`config.mk`:
```
export PLATFORM = sky130hd
export DESIGN_NAME = aes_spi_slave_ctrl
export DESIGN_NICKNAME = d
export VERILOG_FILES = /design/src/rtl/aes_spi_pkg.sv /design/src/rtl/aes_spi_crc8.sv /design/src/rtl/aes_spi_slave_ctrl.sv
export SDC_FILE = /design/constraint.sdc
export NUM_CORES = 1
export LEC_CHECK = 0
export CORE_ASPECT_RATIO = 1.25
export CORE_MARGIN = 2
export CORE_UTILIZATION = 55
export CTS_BUF_LIST = sky130_fd_sc_hd__clkbuf_4 sky130_fd_sc_hd__clkbuf_8
export DETAILED_ROUTE_END_ITERATION = 8
export GPL_TIMING_DRIVEN = 0
export PLACE_DENSITY = 0.93
export SYNTH_ARGS = -nofsm -noshare
export SYNTH_HDL_FRONTEND = slang
export SYNTH_SLANG_ARGS = --single-unit
```
`constraint.sdc`:
```
create_clock -name clk -period 2.7 [get_ports clk]
set_input_delay 0.405 -clock clk [delete_from_list [all_inputs] [get_ports clk]]
set_output_delay 0.405 -clock clk [all_outputs]
set_load 0.005 [all_outputs]
```
`src/rtl/aes_spi_pkg.sv`:
```
// Shared definitions for the AES SPI slave front end: opcodes, frame states,
// status byte layout and the CRC-8 polynomial.
package aes_spi_pkg;

   localparam logic [1:0] OP_STATUS  = 2'b00;
   localparam logic [1:0] OP_LOADKEY = 2'b01;
   localparam logic [1:0] OP_ENCRYPT = 2'b10;
   localparam logic [1:0] OP_DECRYPT = 2'b11;

   // Encodings kept explicit so existing probes and waveform filters still decode them.
   typedef enum logic [3:0] {
      ST_IDLE     = 4'd0,
      ST_CMD      = 4'd1,
      ST_KEY_RX   = 4'd2,
      ST_TXT_RX   = 4'd3,
      ST_STAT_TX  = 4'd4,
      ST_WAIT     = 4'd5,
      ST_RES_TX   = 4'd6,
      ST_DONE     = 4'd7,
      ST_DRAIN    = 4'd8,
      ST_ERR_HOLD = 4'd9
   } state_t;

   localparam int unsigned STAT_KEY_VALID = 7;
   localparam int unsigned STAT_BUSY      = 6;
   localparam int unsigned STAT_ERR       = 5;

   localparam logic [7:0] CRC8_POLY = 8'h07;

endpackage

```
`src/rtl/aes_spi_crc8.sv`:
```
// Bit-serial CRC-8 (MSB first, init 0) with synchronous clear and enable.
module aes_spi_crc8
   import aes_spi_pkg::*;
(
   input  logic       clk,
   input  logic       reset,
   input  logic       clr,
   input  logic       en,
   input  logic       din,
   output logic [7:0] crc
);

   logic fb;
   assign fb = crc[7] ^ din;

   always_ff @(posedge clk or negedge reset) begin
      if (!reset)
         crc <= '0;
      else if (clr)
         crc <= '0;
      else if (en)
         crc <= {crc[6:0], 1'b0} ^ (fb ? CRC8_POLY : 8'h00);
   end

endmodule

```
`src/rtl/aes_spi_slave_ctrl.sv`:
```
// SPI slave command front end for the AES key expansion / cipher / inverse cipher cores.
// Optional CRC-8 on result and key transfers when AES_SPI_CRC8_EN is defined.
module aes_spi_slave_ctrl
   import aes_spi_pkg::*;
#(
   parameter int NK      = 4,
   parameter int TIMEOUT = 1024
) (
   input  logic               clk,
   input  logic               reset,
   input  logic               cs,
   input  logic               mosi,
   output logic               miso,
   output logic [32*NK-1:0]   key_out,
   output logic               key_valid,
   output logic [127:0]       text_out,
   output logic               core_start,
   output logic               core_decrypt,
   input  logic [127:0]       core_result,
   input  logic               core_done
);

   localparam int unsigned KEY_BITS = 32 * NK;
   localparam int unsigned SR_W     = (KEY_BITS > 128) ? KEY_BITS : 128;
   localparam int unsigned TW       = $clog2(TIMEOUT + 1);
   localparam logic [TW-1:0] TLAST  = TW'(TIMEOUT - 1);
`ifdef AES_SPI_CRC8_EN
   localparam logic [8:0] RES_LAST  = 9'd136;
`else
   localparam logic [8:0] RES_LAST  = 9'd128;
`endif

   state_t          state;
   logic [8:0]      bcnt;
   logic [TW-1:0]   tcnt;
   logic [SR_W-2:0] sreg;
   logic [127:0]    res_sr;
   logic [7:0]      stat_byte;
   logic            err, drain_pend, dec_op;
   logic            busy, core_fin, tx_bit;

   assign busy     = (state == ST_WAIT) || drain_pend;
   assign core_fin = busy && (core_done || (tcnt == TLAST));

   always_comb begin
      stat_byte                 = '0;
      stat_byte[STAT_KEY_VALID] = key_valid;
      stat_byte[STAT_BUSY]      = busy;
      stat_byte[STAT_ERR]       = err;
   end

`ifdef AES_SPI_CRC8_EN
   logic       crc_clr, crc_en, crc_din;
   logic [7:0] crc_val, crc_rx;

   assign crc_clr = (state == ST_CMD) || (state == ST_WAIT);
   assign crc_en  = (!cs && state == ST_KEY_RX && bcnt < 9'(KEY_BITS)) ||
                    (state == ST_RES_TX && bcnt != '0 && bcnt <= 9'd128);
   assign crc_din = (state == ST_KEY_RX) ? mosi : res_sr[127];

   aes_spi_crc8 u_crc (
      .clk   (clk),
      .reset (reset),
      .clr   (crc_clr),
      .en    (crc_en),
      .din   (crc_din),
      .crc   (crc_val)
   );
`endif

   always_comb begin
      tx_bit = 1'b0;
      case (state)
         ST_STAT_TX: tx_bit = res_sr[127];
         ST_RES_TX: begin
            if (bcnt == '0)
               tx_bit = 1'b1;
            else if (bcnt <= 9'd128)
               tx_bit = res_sr[127];
`ifdef AES_SPI_CRC8_EN
            else
               tx_bit = crc_val[3'(9'd136 - bcnt)];
`endif
         end
         default: tx_bit = 1'b0;
      endcase
   end

   always_ff @(negedge clk or negedge reset) begin
      if (!reset) miso <= 1'b0;
      else        miso <= tx_bit;
   end

   always_ff @(posedge clk or negedge reset) begin
      if (!reset) begin
         state        <= ST_IDLE;
         bcnt         <= '0;
         tcnt         <= '0;
         sreg         <= '0;
         res_sr       <= '0;
         key_out      <= '0;
         key_valid    <= 1'b0;
         text_out     <= '0;
         core_start   <= 1'b0;
         core_decrypt <= 1'b0;
         err          <= 1'b0;
         drain_pend   <= 1'b0;
         dec_op       <= 1'b0;
`ifdef AES_SPI_CRC8_EN
         crc_rx       <= '0;
`endif
      end else begin
         core_start <= 1'b0;
         // The core is tracked independently of the frame so a new frame can run while it drains.
         if (busy) tcnt <= core_fin ? '0 : tcnt + 1'b1;
         else      tcnt <= '0;
         if (drain_pend && core_fin) drain_pend <= 1'b0;

         if (cs) begin
            bcnt <= '0;
            if (busy && !core_fin) begin
               state      <= ST_DRAIN;
               drain_pend <= 1'b1;
            end else
               state <= ST_IDLE;
         end else begin
            case (state)
               ST_IDLE, ST_DRAIN: begin
                  sreg  <= {sreg[SR_W-3:0], mosi};
                  bcnt  <= 9'd1;
                  state <= ST_CMD;
               end
               ST_CMD: begin
                  sreg <= {sreg[SR_W-3:0], mosi};
                  bcnt <= bcnt + 9'd1;
                  if (bcnt == 9'd7) begin
                     bcnt <= '0;
                     case (sreg[6:5])
                        OP_STATUS: begin
                           res_sr <= {stat_byte, 120'd0};
                           state  <= ST_STAT_TX;
                        end
                        OP_LOADKEY: state <= ST_KEY_RX;
                        OP_ENCRYPT, OP_DECRYPT: begin
                           if (key_valid && !busy) begin
                              dec_op <= sreg[5];
                              state  <= ST_TXT_RX;
                           end else begin
                              err   <= 1'b1;
                              state <= ST_ERR_HOLD;
                           end
                        end
                     endcase
                  end
               end
               ST_KEY_RX: begin
                  bcnt <= bcnt + 9'd1;
                  if (bcnt == '0) key_valid <= 1'b0;
                  if (bcnt < 9'(KEY_BITS)) sreg <= {sreg[SR_W-3:0], mosi};
                  if (bcnt == 9'(KEY_BITS - 1)) key_out <= {sreg[KEY_BITS-2:0], mosi};
`ifdef AES_SPI_CRC8_EN
                  if (bcnt >= 9'(KEY_BITS)) crc_rx <= {crc_rx[6:0], mosi};
                  if (bcnt == 9'(KEY_BITS + 7)) begin
                     if ({crc_rx[6:0], mosi} == crc_val) begin
                        key_valid <= 1'b1;
                        err       <= 1'b0;
                     end else
                        err <= 1'b1;
                     state <= ST_DONE;
                  end
`else
                  if (bcnt == 9'(KEY_BITS - 1)) begin
                     key_valid <= 1'b1;
                     err       <= 1'b0;
                     state     <= ST_DONE;
                  end
`endif
               end
               ST_TXT_RX: begin
                  sreg <= {sreg[SR_W-3:0], mosi};
                  bcnt <= bcnt + 9'd1;
                  if (bcnt == 9'd127) begin
                     text_out     <= {sreg[126:0], mosi};
                     core_decrypt <= dec_op;
                     core_start   <= 1'b1;
                     bcnt         <= '0;
                     state        <= ST_WAIT;
                  end
               end
               ST_WAIT: begin
                  if (core_done) begin
                     res_sr <= core_result;
                     bcnt   <= '0;
                     state  <= ST_RES_TX;
                  end else if (core_fin)
                     state <= ST_ERR_HOLD;
               end
               ST_RES_TX: begin
                  bcnt <= bcnt + 9'd1;
                  if (bcnt != '0) res_sr <= {res_sr[126:0], 1'b0};
                  if (bcnt == RES_LAST) state <= ST_DONE;
               end
               ST_STAT_TX: begin
                  bcnt   <= bcnt + 9'd1;
                  res_sr <= {res_sr[126:0], 1'b0};
                  if (bcnt == 9'd7) begin
                     err   <= 1'b0;
                     state <= ST_DONE;
                  end
               end
               default: ;
            endcase
         end

         if (busy && !core_done && tcnt == TLAST) err <= 1'b1;
      end
   end

endmodule

```
==> flow_results.xml <==
<?xml version="1.0" encoding="UTF-8"?>
<metrics>
  <group name="status">
    <metric name="run_status" unit="">finished, violations left</metric>
    <metric name="failed_checks" unit="">negative setup slack</metric>
  </group>
  <group name="power_and_ir_drop">
    <metric name="pwr-share-clk" unit="%">39.0</metric>
    <metric name="power.switching_fraction" unit="%">26.94</metric>
    <metric name="powerDensity" unit="mW/mm2">647.6</metric>
    <metric name="power.net_switching" unit="W">0.005076</metric>
    <metric name="vdd.ir_drop.worst" unit="mV">0.4702</metric>
    <metric name="power.leakage" unit="nW">13.38</metric>
    <metric name="logic_pwr_share" unit="%">14.1</metric>
    <metric name="pwr-share-seq" unit="%">46.9</metric>
    <metric name="internal-power" unit="W">0.01377</metric>
  </group>
  <group name="critical_path">
    <metric name="crit_path_arrival_time" unit="ns">2.42</metric>
    <metric name="timing.rr.end" unit="">miso</metric>
    <metric name="critical_path.top_delay_family" unit="">flip-flops</metric>
    <metric name="endpoint" unit="">miso</metric>
    <metric name="critical_path.reg2reg.startpoint" unit="">bcnt[1]</metric>
    <metric name="critical_path.startpoint_type" unit="">flip-flop</metric>
    <metric name="max_fo_critical_path" unit="">1</metric>
    <metric name="slack_of_the_worst_reg_to_reg_path" unit="ns">-0.01</metric>
    <metric name="cp.required" unit="ns">2.30</metric>
    <metric name="critical_path.n_buffers_inverters" unit="">1</metric>
    <metric name="max_stage_delay" unit="ns">0.40</metric>
    <metric name="cp_cell_sequence" unit="">buf_6</metric>
    <metric name="timing.setup.critical_path_class" unit="">reg2out</metric>
    <metric name="worst-r2r-cell-count" unit="">6</metric>
    <metric name="worstSetupPathDepth" unit="">1</metric>
    <metric name="crit_path_start" unit="">miso</metric>
    <metric name="worstSetupEndpointType" unit="">output pin</metric>
    <metric name="crit_path_top_delay_cell" unit="">sky130_fd_sc_hd__dfrtn_1</metric>
  </group>
  <group name="yosys">
    <metric name="async_flop_share" unit="%">100.0</metric>
    <metric name="synth.ff_latch_count" unit="">542</metric>
    <metric name="yosys.area_share.adder" unit="%">0.1683</metric>
    <metric name="yosys.area_share.xor_xnor" unit="%">0.3535</metric>
    <metric name="ys_warn_count" unit="">0</metric>
    <metric name="yosys.area_share.simple" unit="%">5.146</metric>
    <metric name="netlist_instances" unit="">1613</metric>
    <metric name="muxShareOfSynthArea" unit="%">21.03</metric>
    <metric name="synth_ff_type" unit="">sky130_fd_sc_hd__dfrtp_1</metric>
    <metric name="synth_compound_gate_area_share" unit="%">8.714</metric>
    <metric name="synth_edf_count" unit="">0</metric>
    <metric name="syn-cell-area" unit="mm2">0.02230</metric>
    <metric name="post_synth_num_cell_types" unit="">69</metric>
    <metric name="main_combinational_cell_family_by_area_after_synthesis" unit="">multiplexers</metric>
    <metric name="seq_area_frac_synth" unit="%">60.83</metric>
    <metric name="synth_top_cell_area_share" unit="%">60.71</metric>
    <metric name="postSynthAreaPerCell" unit="um2">13.82</metric>
    <metric name="synth_area_leader" unit="">sky130_fd_sc_hd__dfrtp_1</metric>
    <metric name="synth_nets" unit="">1749</metric>
    <metric name="synth.area.top_cells" unit="">sky130_fd_sc_hd__dfrtp_1 61%, sky130_fd_sc_hd__mux2_2 12%, sky130_fd_sc_hd__mux2_4 6.0%</metric>
  </group>
  <group name="layout">
    <metric name="drive_above_1_share" unit="%">27.23</metric>
    <metric name="area_growth" unit="%">30.50</metric>
    <metric name="nets" unit="">2247</metric>
  </group>
  <group name="global_routing">
    <metric name="grt_max_degree" unit="">134</metric>
    <metric name="grt_antenna_before_repair" unit="">2</metric>
    <metric name="global_route.usage.total" unit="%">27.19</metric>
    <metric name="grt_overflow" unit="">0</metric>
    <metric name="grt_pass1_wl" unit="um">90860</metric>
    <metric name="via_count_of_the_first_global_routing_pass" unit="">16560</metric>
  </group>
  <group name="timing">
    <metric name="report.final.hold_viol_count" unit="">0</metric>
    <metric name="hold_ws" unit="ns">0.3079</metric>
    <metric name="slew-limit-headroom" unit="%">52.68</metric>
    <metric name="finalMaxSlewViolations" unit="">0</metric>
    <metric name="finalClockSkew" unit="ns">0.05595</metric>
    <metric name="final.setup.tns" unit="ns">-0.1382</metric>
    <metric name="timing.final.setup_violations" unit="">2</metric>
    <metric name="max_slew.worst_pin.slew" unit="ns">0.7099</metric>
    <metric name="final_critical_path_setup_slack" unit="ns">-0.1255</metric>
    <metric name="unrepaired_setup_endpoints_after_global_routing" unit="">true</metric>
  </group>
  <group name="floorplan">
    <metric name="floorplan.initialDensity" unit="%">55.73</metric>
    <metric name="die_h" unit="um">229.1</metric>
    <metric name="fp.dieArea" unit="mm2">0.04218</metric>
    <metric name="coreArea" unit="mm2">0.04001</metric>
    <metric name="die_width" unit="um">184.1</metric>
    <metric name="placementRows" unit="">82</metric>
    <metric name="num_io_pins" unit="">393</metric>
  </group>
  <group name="drt">
    <metric name="num_vias" unit="">15560</metric>
    <metric name="wl" unit="um">57430</metric>
    <metric name="avgRoutedWirePerCell" unit="um">21.43</metric>
    <metric name="number_of_drc_markers_in_iteration_0" unit="">1189</metric>
    <metric name="drt_drc_violations_left" unit="">0</metric>
    <metric name="antenna_violating_nets_post_route" unit="">0</metric>
    <metric name="post_drt_via_cell_ratio" unit="">5.807</metric>
    <metric name="drtPass1Iterations" unit="">6</metric>
  </group>
  <group name="clocking">
    <metric name="cts_tree" unit="">done</metric>
    <metric name="clkSlewWorstSetupHoldPaths" unit="ns">0.07</metric>
    <metric name="cts_buffer_depth" unit="">3</metric>
    <metric name="cts_htree_levels" unit="">3</metric>
    <metric name="clockRootBuffer" unit="">sky130_fd_sc_hd__clkbuf_8</metric>
    <metric name="cts_buffers" unit="">80</metric>
    <metric name="worstSkewPairLatency" unit="ns">0.62</metric>
    <metric name="clock_sink_count" unit="">542</metric>
  </group>
  <group name="flow_run">
    <metric name="cap_violations" unit="">0</metric>
  </group>
  <group name="place">
    <metric name="routabilityCongestion" unit="">0.8834</metric>
    <metric name="placement.io_buffers" unit="">392</metric>
    <metric name="dp.final_hpwl" unit="um">38600</metric>
  </group>
  <group name="hold_path">
    <metric name="worst_min_path_class" unit="">in2async</metric>
  </group>
</metrics>
## worst min-delay path by stage
stage | endpoint | from | cells past startpoint
6_report | key_out[23] | reset | 2
5_1_grt | key_out[108] | reset | 2
4_1_cts | key_out[23] | reset | 2
3_5_place_dp | key_out[108] | reset | 1
3_3_place_gp | res_sr[4] | res_sr[4] | 2
2_1_floorplan | async pin | reset | 0
## cell families after synthesis
kind of cell	after synthesis
buffers and inverters	124
and+or+nand+nor	245
AOI/OAI and AO/OA	303
muxes	387
DFF	542
xor gates and xnor gates	9
adders and majority gates	3
## state kept, by name, summed over array words and instances (netlist names), named ones only
name	cells
miso	1
core_start	1
dec_op	1
sreg	127
err	1
res_sr	128
key_out	128
text_out	128
tcnt	11
state	4
core_decrypt	1
bcnt	9
key_valid	1
## cells in the mapped netlist (all sizes together), types with 2 or more instances
cell type and instances:
ha 3, nor4bb 4, and3 3, nor2 23
nand4 5, xnor2 5, nand2 156, o22ai 4
dfrtp 541, or3b 3, nor3 11, a22oi 124
nor4 5, a21oi 9, nor4b 2, a221oi 2
o211ai 2, inv 10, a211o 5, xor2 4
nand3 13, mux2 385, or2 2, buf 67
o31ai 3, nor3b 5, mux2i 2, nand2b 5
or3 2, clkbuf 47, a2111oi 2, o21ai 136
a22o 3
## cells in the final DEF (no fill, tap or decap), types with 3 or more instances in the layout
cell                              count
sky130_fd_sc_hd__a211o_1              4
sky130_fd_sc_hd__a21oi_1              8
sky130_fd_sc_hd__a22o_1               3
sky130_fd_sc_hd__a22oi_1            124
sky130_fd_sc_hd__and3_1               3
sky130_fd_sc_hd__buf_12              11
sky130_fd_sc_hd__buf_16               4
sky130_fd_sc_hd__buf_2               31
sky130_fd_sc_hd__buf_4               23
sky130_fd_sc_hd__buf_6               21
sky130_fd_sc_hd__buf_8                3
sky130_fd_sc_hd__bufinv_16            3
sky130_fd_sc_hd__clkbuf_1            42
sky130_fd_sc_hd__clkbuf_4            29
sky130_fd_sc_hd__clkbuf_8           105
sky130_fd_sc_hd__clkdlybuf4s50_1    390
sky130_fd_sc_hd__clkinv_2             5
sky130_fd_sc_hd__dfrtp_1            541
sky130_fd_sc_hd__inv_1                7
sky130_fd_sc_hd__inv_2                3
sky130_fd_sc_hd__inv_6                3
sky130_fd_sc_hd__mux2_1              59
sky130_fd_sc_hd__mux2_2             237
sky130_fd_sc_hd__mux2_4              89
sky130_fd_sc_hd__nand2_1            154
sky130_fd_sc_hd__nand2b_1             5
sky130_fd_sc_hd__nand3_1             13
sky130_fd_sc_hd__nand4_1              4
sky130_fd_sc_hd__nor2_1              23
sky130_fd_sc_hd__nor3_1              10
sky130_fd_sc_hd__nor3b_1              4
sky130_fd_sc_hd__nor4bb_1             3
sky130_fd_sc_hd__o21ai_0             97
sky130_fd_sc_hd__o21ai_1             39
sky130_fd_sc_hd__o22ai_1              4
sky130_fd_sc_hd__xnor2_1              5
sky130_fd_sc_hd__xor2_1               4
## power by group through the flow
stage	sequential (W)	clock [W]	combinational, W
after floorplan	0.00883	0	0.00145
after global placement	0.00895	0	0.00218
after detailed placement	0.00896	0	0.00228
after CTS	0.00882	0.00747	0.00251
after global routing	0.00887	0.00784	0.00287
final	0.00883	0.00735	0.00266
## final cells by class
cell class,instances,area [um2]
timing repair buffer,419,4237
clock buffer,132,1642
clock inverter,13,160.2
inverter,10,37.54
tap,504,630.6
sequential,542,13560
fill,2402,10920
buffer,111,824.5
antenna,2,5.005
multi-input combinational,947,7999
## through the flow
step	total power (W)	setup WS [ns]	util (%)	instances	area, um2
floorplan	0.01028	0.01382	-	1613	22310
CTS	0.01881	-0.1624	72.42	2676	28980
global route	0.01958	-0.1749	72.71	2679	29100
global placement	0.01112	-22.02	67.15	2509	26870
finish	0.01885	-0.1255	72.72	2680	29100
detailed placement	0.01124	-0.8764	67.43	2513	26980
## routing by layer
layer  vias to the layer above  wire length [um]  track usage [%]
li1                       6801                 -                -
met1                      7870             21320            31.71
met2                       723             29780            47.19
met3                       170              4075            7.044
met4                         0              2252            11.90
met5                         -                 0                0
## timing repair
item	in CTS	in global routing
buffers inserted	20	3
cloned	0	1
gates resized for setup	17	18
setup endpoints to repair	136	368
pin swaps	5	3
hold buffers	1	0
hold endpoints to repair	50	0
Note: power is estimated with default switching activity, not from simulation.
